[config.mk]
export PLATFORM = sky130hd
export DESIGN_NAME = fetch_prefetch_unit
export DESIGN_NICKNAME = d
export VERILOG_FILES = /design/src/rtl/fetch_prefetch_unit.sv
export SDC_FILE = /design/constraint.sdc
export NUM_CORES = 1
export LEC_CHECK = 0
export CORE_MARGIN = 2
export CORE_UTILIZATION = 45
export CTS_CLUSTER_DIAMETER = 40
export DETAILED_ROUTE_END_ITERATION = 8
export DONT_BUFFER_PORTS = 1
export GPL_ROUTABILITY_DRIVEN = 0
export PLACE_DENSITY = 0.67
export SYNTH_ARGS = -nofsm -noshare
export SYNTH_HDL_FRONTEND = slang
export SYNTH_SLANG_ARGS = --single-unit
export TNS_END_PERCENT = 20
[constraint.sdc]
create_clock -name Clk -period 3.3 [get_ports Clk]
set_input_delay 0.66 -clock Clk [delete_from_list [all_inputs] [get_ports Clk]]
set_output_delay 0.66 -clock Clk [all_outputs]
set_load 0.005 [all_outputs]
[src/rtl/fetch_prefetch_unit.sv]
// ---------------------------------------------------------------------------
// fetch_prefetch_unit
//
// Instruction fetch front end for the 5-stage MIPS pipeline. It owns the
// fetch PC, drives the combinational instruction memory, and buffers each
// fetched word together with its PC+4 in a small prefetch FIFO. The FIFO head
// is presented to the fetch-to-decode register with a valid/stall handshake,
// so a decode stall only stops the FIFO from draining; it does not freeze
// fetching until the FIFO is full. Redirects resolved in decode flush the FIFO
// and restart fetching at the new target.
//
// Parameters
//   DEPTH     prefetch FIFO entries (power of two, >= 2)
//   RESET_PC  fetch PC loaded on reset
//
// Ports
//   Clk           system clock, rising edge
//   Reset         asynchronous active-low reset
//   Redirect      decode-resolved control transfer: flush and refetch
//   RedirectPC    target of Redirect (low two bits ignored)
//   DecodeStall   decode cannot accept the head entry this cycle
//   IMemAddr      instruction memory address (the fetch PC)
//   IMemData      instruction word for IMemAddr, same cycle
//   InstrValid    head entry valid
//   Instruction   head instruction word (zero when empty)
//   InstrPCPlus4  head entry PC+4 (zero when empty)
//   Occupancy     number of valid entries, 0..DEPTH
// ---------------------------------------------------------------------------
module fetch_prefetch_unit #(
    parameter int          DEPTH    = 4,
    parameter logic [31:0] RESET_PC = 32'h0000_0000
) (
    input  logic                     Clk,
    input  logic                     Reset,
    input  logic                     Redirect,
    input  logic [31:0]              RedirectPC,
    input  logic                     DecodeStall,
    output logic [31:0]              IMemAddr,
    input  logic [31:0]              IMemData,
    output logic                     InstrValid,
    output logic [31:0]              Instruction,
    output logic [31:0]              InstrPCPlus4,
    output logic [$clog2(DEPTH):0]   Occupancy
);

    localparam int              PTR_W      = $clog2(DEPTH);
    localparam logic [PTR_W:0]  FULL_COUNT = (PTR_W + 1)'(DEPTH);

    logic [31:0]      fetchPc;
    logic [31:0]      fetchPcPlus4;
    logic [PTR_W-1:0] rdPtr;
    logic [PTR_W-1:0] wrPtr;
    logic [PTR_W:0]   count;

    logic [31:0]      instrStore [DEPTH];
    logic [31:0]      pc4Store   [DEPTH];

    logic             headValid;
    logic             doPop;
    logic             doPush;

    assign fetchPcPlus4 = fetchPc + 32'd4;   // wraps 0xFFFFFFFC -> 0
    assign headValid    = (count != '0);

    // A redirect suppresses both sides of the FIFO: the head belongs to the
    // wrong path and so does the word currently on IMemData.
    assign doPop  = headValid & ~DecodeStall & ~Redirect;
    // When full, a push is still possible because the pop frees a slot on
    // the same edge.
    assign doPush = ~Redirect & ((count != FULL_COUNT) | doPop);

    // Control state: fetch PC, pointers and occupancy.
    always_ff @(posedge Clk or negedge Reset) begin
        if (!Reset) begin
            fetchPc <= RESET_PC;
            rdPtr   <= '0;
            wrPtr   <= '0;
            count   <= '0;
        end else if (Redirect) begin
            fetchPc <= {RedirectPC[31:2], 2'b00};
            rdPtr   <= '0;
            wrPtr   <= '0;
            count   <= '0;
        end else begin
            if (doPush) begin
                wrPtr   <= wrPtr + 1'b1;
                fetchPc <= fetchPcPlus4;
            end
            if (doPop) begin
                rdPtr <= rdPtr + 1'b1;
            end
            case ({doPush, doPop})
                2'b10:   count <= count + 1'b1;
                2'b01:   count <= count - 1'b1;
                default: count <= count;
            endcase
        end
    end

    // Entry storage. Each entry is cleared by reset so that nothing from
    // before a reset can ever reappear at the head.
    generate
        for (genvar gi = 0; gi < DEPTH; gi++) begin : gEntry
            always_ff @(posedge Clk or negedge Reset) begin
                if (!Reset) begin
                    instrStore[gi] <= '0;
                    pc4Store[gi]   <= '0;
                end else if (doPush && (wrPtr == PTR_W'(gi))) begin
                    instrStore[gi] <= IMemData;
                    pc4Store[gi]   <= fetchPcPlus4;
                end
            end
        end
    endgenerate

    // Show-ahead head; forced to zero when empty so stale entries never leak.
    always_comb begin
        InstrValid   = headValid;
        Instruction  = '0;
        InstrPCPlus4 = '0;
        if (headValid) begin
            Instruction  = instrStore[rdPtr];
            InstrPCPlus4 = pc4Store[rdPtr];
        end
    end

    assign IMemAddr  = fetchPc;
    assign Occupancy = count;

endmodule

# --- Word-level counts from Yosys, hierarchy flattened ---
# Cells that the tools add are included.
# Widths: inputs -> output; s select.
word_totals:
  ff_bits: 295
  inputBits: 68
  output_inout_bits: 100
  wordCells: 56
classes:
  addsub: 5
  order_cmp: 1
  n_eq_ne: 6
  muxes: 16
  bitwise_logic: 7
  reduce_logical: 9
op_table:
  columns: ["cell", "n"]
  rows:
  - ["$mux 32", 8]
  - ["$bmux 32 s2", 2]
  - ["$add 32x3->32 const B", 1]
  - ["$mux 2", 4]
  - ["$eq 2x2->1 const B", 3]
  - ["$pmux 3 s2", 1]
  - ["$reduce_bool 3->1", 2]
  - ["$add 2x1->2 const B", 2]
  - ["$eq 2x1->1 const B", 2]
  - ["$logic_and 1x1->1", 4]
  - ["$reduce_bool 2->1", 2]
  - ["$add 3x1->3 const B", 1]
  - ["$and 1x1->1", 3]
  - ["$ge 3x3->1 const B", 1]
  - ["$mux 3", 1]
  - ["$ne 3x3->1 const B", 1]
  - ["$not 2->3", 1]
  - ["$sub 3x1->3 const B", 1]
  - ["$logic_not 2->1", 1]
  - ["$not 1->1", 2]
  - ["$or 1x1->1", 1]

# --- Logic depth before layout (Yosys ltp) ---
logic_depth:
  word_depth: 8
  depth_mapped: 9
  ltp_nobuf: 6

# --- Least setup slack after synthesis ---
# Ideal clock, no wire load.
synth_timing:
  path_type: "reg-to-output"
  startpoint: "reg rdPtr[0]"
  endpoint: "out InstrPCPlus4[17]"
  arrival_ns: 1.541
  required_time_ns: 2.640
  path_slack_ns: 1.099
  path_stages_with_launch: 5
  path_buffers: 2
  path_cell_list: "dfrtp_1 buf_2 buf_2 mux4_2 and2_1"
synth_via:
  elab_chain_len: 5
synth_lines:
  columns: ["element", "line", "rtl"]
  rows:
  - ["from (decl)", "51", "logic [PTR_W-1:0] rdPtr;"]
  - ["from (signal assigned)", "90", "rdPtr <= rdPtr + 1'b1;"]
  - ["$not 2->3 (not written as such)", "123", "InstrPCPlus4 = pc4Store[rdPtr];"]
  - ["$bmux 32 s2", "123", null]
  - ["$mux 32 (not written as such) (2 in a row)", "123", null]
  - ["$mux 32", "121", "if (headValid) begin"]
  - ["to (decl)", "42", "output logic [31:0] InstrPCPlus4,"]
# No other way between the ends. The select of a mux whose other input is x is not followed.

# --- Final worst setup path ---
layout_timing:
  startpoint: "reg rdPtr[0]"
  endpoint: "out InstrPCPlus4[22]"
# The elaborated chain is that of the path after synthesis.

==> flow_summary.toml <==
[status]
status = "complete, but fails checks"
violations = "negative hold slack"

[worst_setup_path]
startpoint_type = "flop"
cp.required_ns = 2.64
cp-end-kind = "output pin"
worstPathArrival_ns = 2.40
worstSetupPathType = "flop to output pin"
reg2reg_depth = 5
crit_fanout = 28

[grt]
grt_max_degree = 286
grt_pass1_vias = 10700
grt_use_total = 0.232
antenna_found_initial = 0
gr-total-overflow = 0
grt_pass1_wl_um = 60500

[clock_tree]
clkLatencyLatePin_ns = 0.54
post_cts_buffers = 0
cts_buffers = 40
path_clk_slew_ns = 0.05
cts.sink_count = 285
h-tree-depth = 2
cts_tree = "yes"
cts_root_buffer = "clkbuf_16"
clk_path_buf_depth = 3

[die]
rows = 64
io_pins = 168
die_height_um = 181
die_w_um = 181
initial_core_util = 0.459
core_region_area_mm2 = 0.0307
die-area_mm2 = 0.0328

[drt]
drc = 0
wire_per_inst_um = 20.3
met3_length_um = 2880
vias = 10700
highest_layer = "met4"
route.met2.wl_um = 17400
antenna_left = 0
drtIter0Drc = 922
wl_met1_um = 16800
viasPerCell = 5.80
first_pass_iters = 5
wirelength_um = 37600

[yosys]
synth_cell_types = 43
synth-compound-area-share = 0.0758
synth_ff_type = "dfrtp_1"
synth-adder-area-share = 0.00621
avgSynthCellArea_um2 = 9.56
ys_async_sr_fraction = 1.00
yosysSeqAreaShare = 0.506
synth-xor-area-share = 0.0161
synthMuxAreaShare = 0.100
netlist_area_mm2 = 0.0141
synth_edf_count = 0
ys_seq_elements = 285
synth_cells = 1475
yosys.area_share.simple = 0.252
yosys_warnings = 0
synth_top_family_by_area = "simple AND/OR/NAND/NOR gates"

[finish]
fin_util = 0.510
final_layout_size_suffix_gt1_frac = 0.122
final_cell_mix = "nand2_1 (507), dfrtp_1 (283), o21ai_0 (79)"
area_delta_synth_final_pct = 11.2
fin_cells = 1852
antenna_cells = 0
nNetsFinal = 1503
layout_commonest_cell = "nand2_1"
fillers = 2804

[sta]
setup_tns_ns = 0
tightest_slew_ns = 0.930
period_needed_ns = 3.06
final-setup-viol-count = 0
finalClockSkew_ns = 0.0166
rsz0062_at_grt = "false"
final-hold-violation-count = 220
setup_slack_ns = 0.236
fin_crit_sh = 0.928
slew_headroom = 0.379
holdWs_ns = -0.162
fmax_mhz = 326
drv_slew = 0

[placement]
dpl.hpwl_um = 22900
post-place-ws_ns = 0.721
port_buffers = 0
placed_cells = 1782

[power]
p_leak_nw = 6.92
peakVddDrop_mv = 0.444
cellPowerDensity_mw_per_mm2 = 835

[job]
cap_violations = 0

[min_path]
holdCritPathClass = "primary input to async pin"
[cell usage after synthesis (7+ instances only)]
master	instances	area, um2
nand2_1	511	1920
dfrtp_1	285	7130
o21ai_0	79	395
clkbuf_1	75	282
and2_1	67	419
mux4_2	62	1400
nor2_1	61	229
a31oi_1	54	338
nand3_1	42	210
or4_1	41	308
buf_2	30	150
o211ai_1	24	180
nand4_1	19	119
xnor2_1	15	131
o31ai_1	13	97.6
and4_1	12	105
xor2_1	11	96.3
or3_1	9	56.3
inv_1	8	30.0
buf_4	7	52.6
ha_1	7	87.6
[layout make-up]
class                           count  area (um2)  area share
Clock buffer                       49        1100      0.0699
Clock inverter                     21         228      0.0145
Inverter                            8        30.0     0.00192
Multi-Input combinational cell   1065        6390       0.408
Sequential cell                   285        7140       0.455
Tap cell                          396         495      0.0316
Timing Repair Buffer               28         298      0.0190
[kinds of logic after synthesis]
logic type	count (synthesis)
DFF	285
and+or+nand+nor	786
xor gates and xnor gates	26
AOI/OAI and AO/OA	178
other	1
buffers and inverters	128
muxes	64
adders and majority gates	7
[report_power, final]
group	switching (mW)	internal, mW	total, mW
sequential	0.829	4.80	5.63
clock	1.63	2.61	4.24
combinational	1.66	1.56	3.21
total	4.11	8.97	13.1
[through the flow]
stage                     power [mW]  area, um2
after floorplan                 7.96      14100
after global placement          8.76      14400
after detailed placement        8.94      14400
after CTS                       13.2      15700
after global routing            13.9      15700
final                           13.1      15700
[sequential cells by signal, summed over array words and instances, names as in the netlist]
register	cells
rdPtr	2
wrPtr	2
IMemAddr	30
pc4Store	120
Occupancy	3
instrStore	128
[per-layer routing]
metal	vias up	global-route usage
met3	50	0.0540
li1	4966	-
met5	-	0
met1	5321	0.326
met2	399	0.370
met4	0	0.0485
[final timing paths]
kind / start / endpoint / slack [ns]
worst max-delay path: rdPtr[0] / InstrPCPlus4[22] / 0.24
worst min-delay path: Reset / instrStore[123] / -0.16
worst max register to register: IMemAddr[3] / pc4Store[86] / 0.68
worst min register to register: instrStore[51] / instrStore[51] / 0.47
max in group asynchronous: Reset / rdPtr[0] / 2.73
min in group Clk: Redirect / rdPtr[0] / 0.20
[timing repair]
| action | in CTS | in global routing |
|---|---|---|
| gates resized for setup | 0 | 1 |
| setup endpoints to repair | 0 | 30 |
| hold endpoints to repair | 285 | 285 |
[critical path, cell delays in order (launching register included)]
cell	delay [ns]
dfrtp_4	0.81
buf_4	0.31
mux4_2	0.53
and2_1	0.20
No activity file was read; power rests on OpenSTA's default activity.
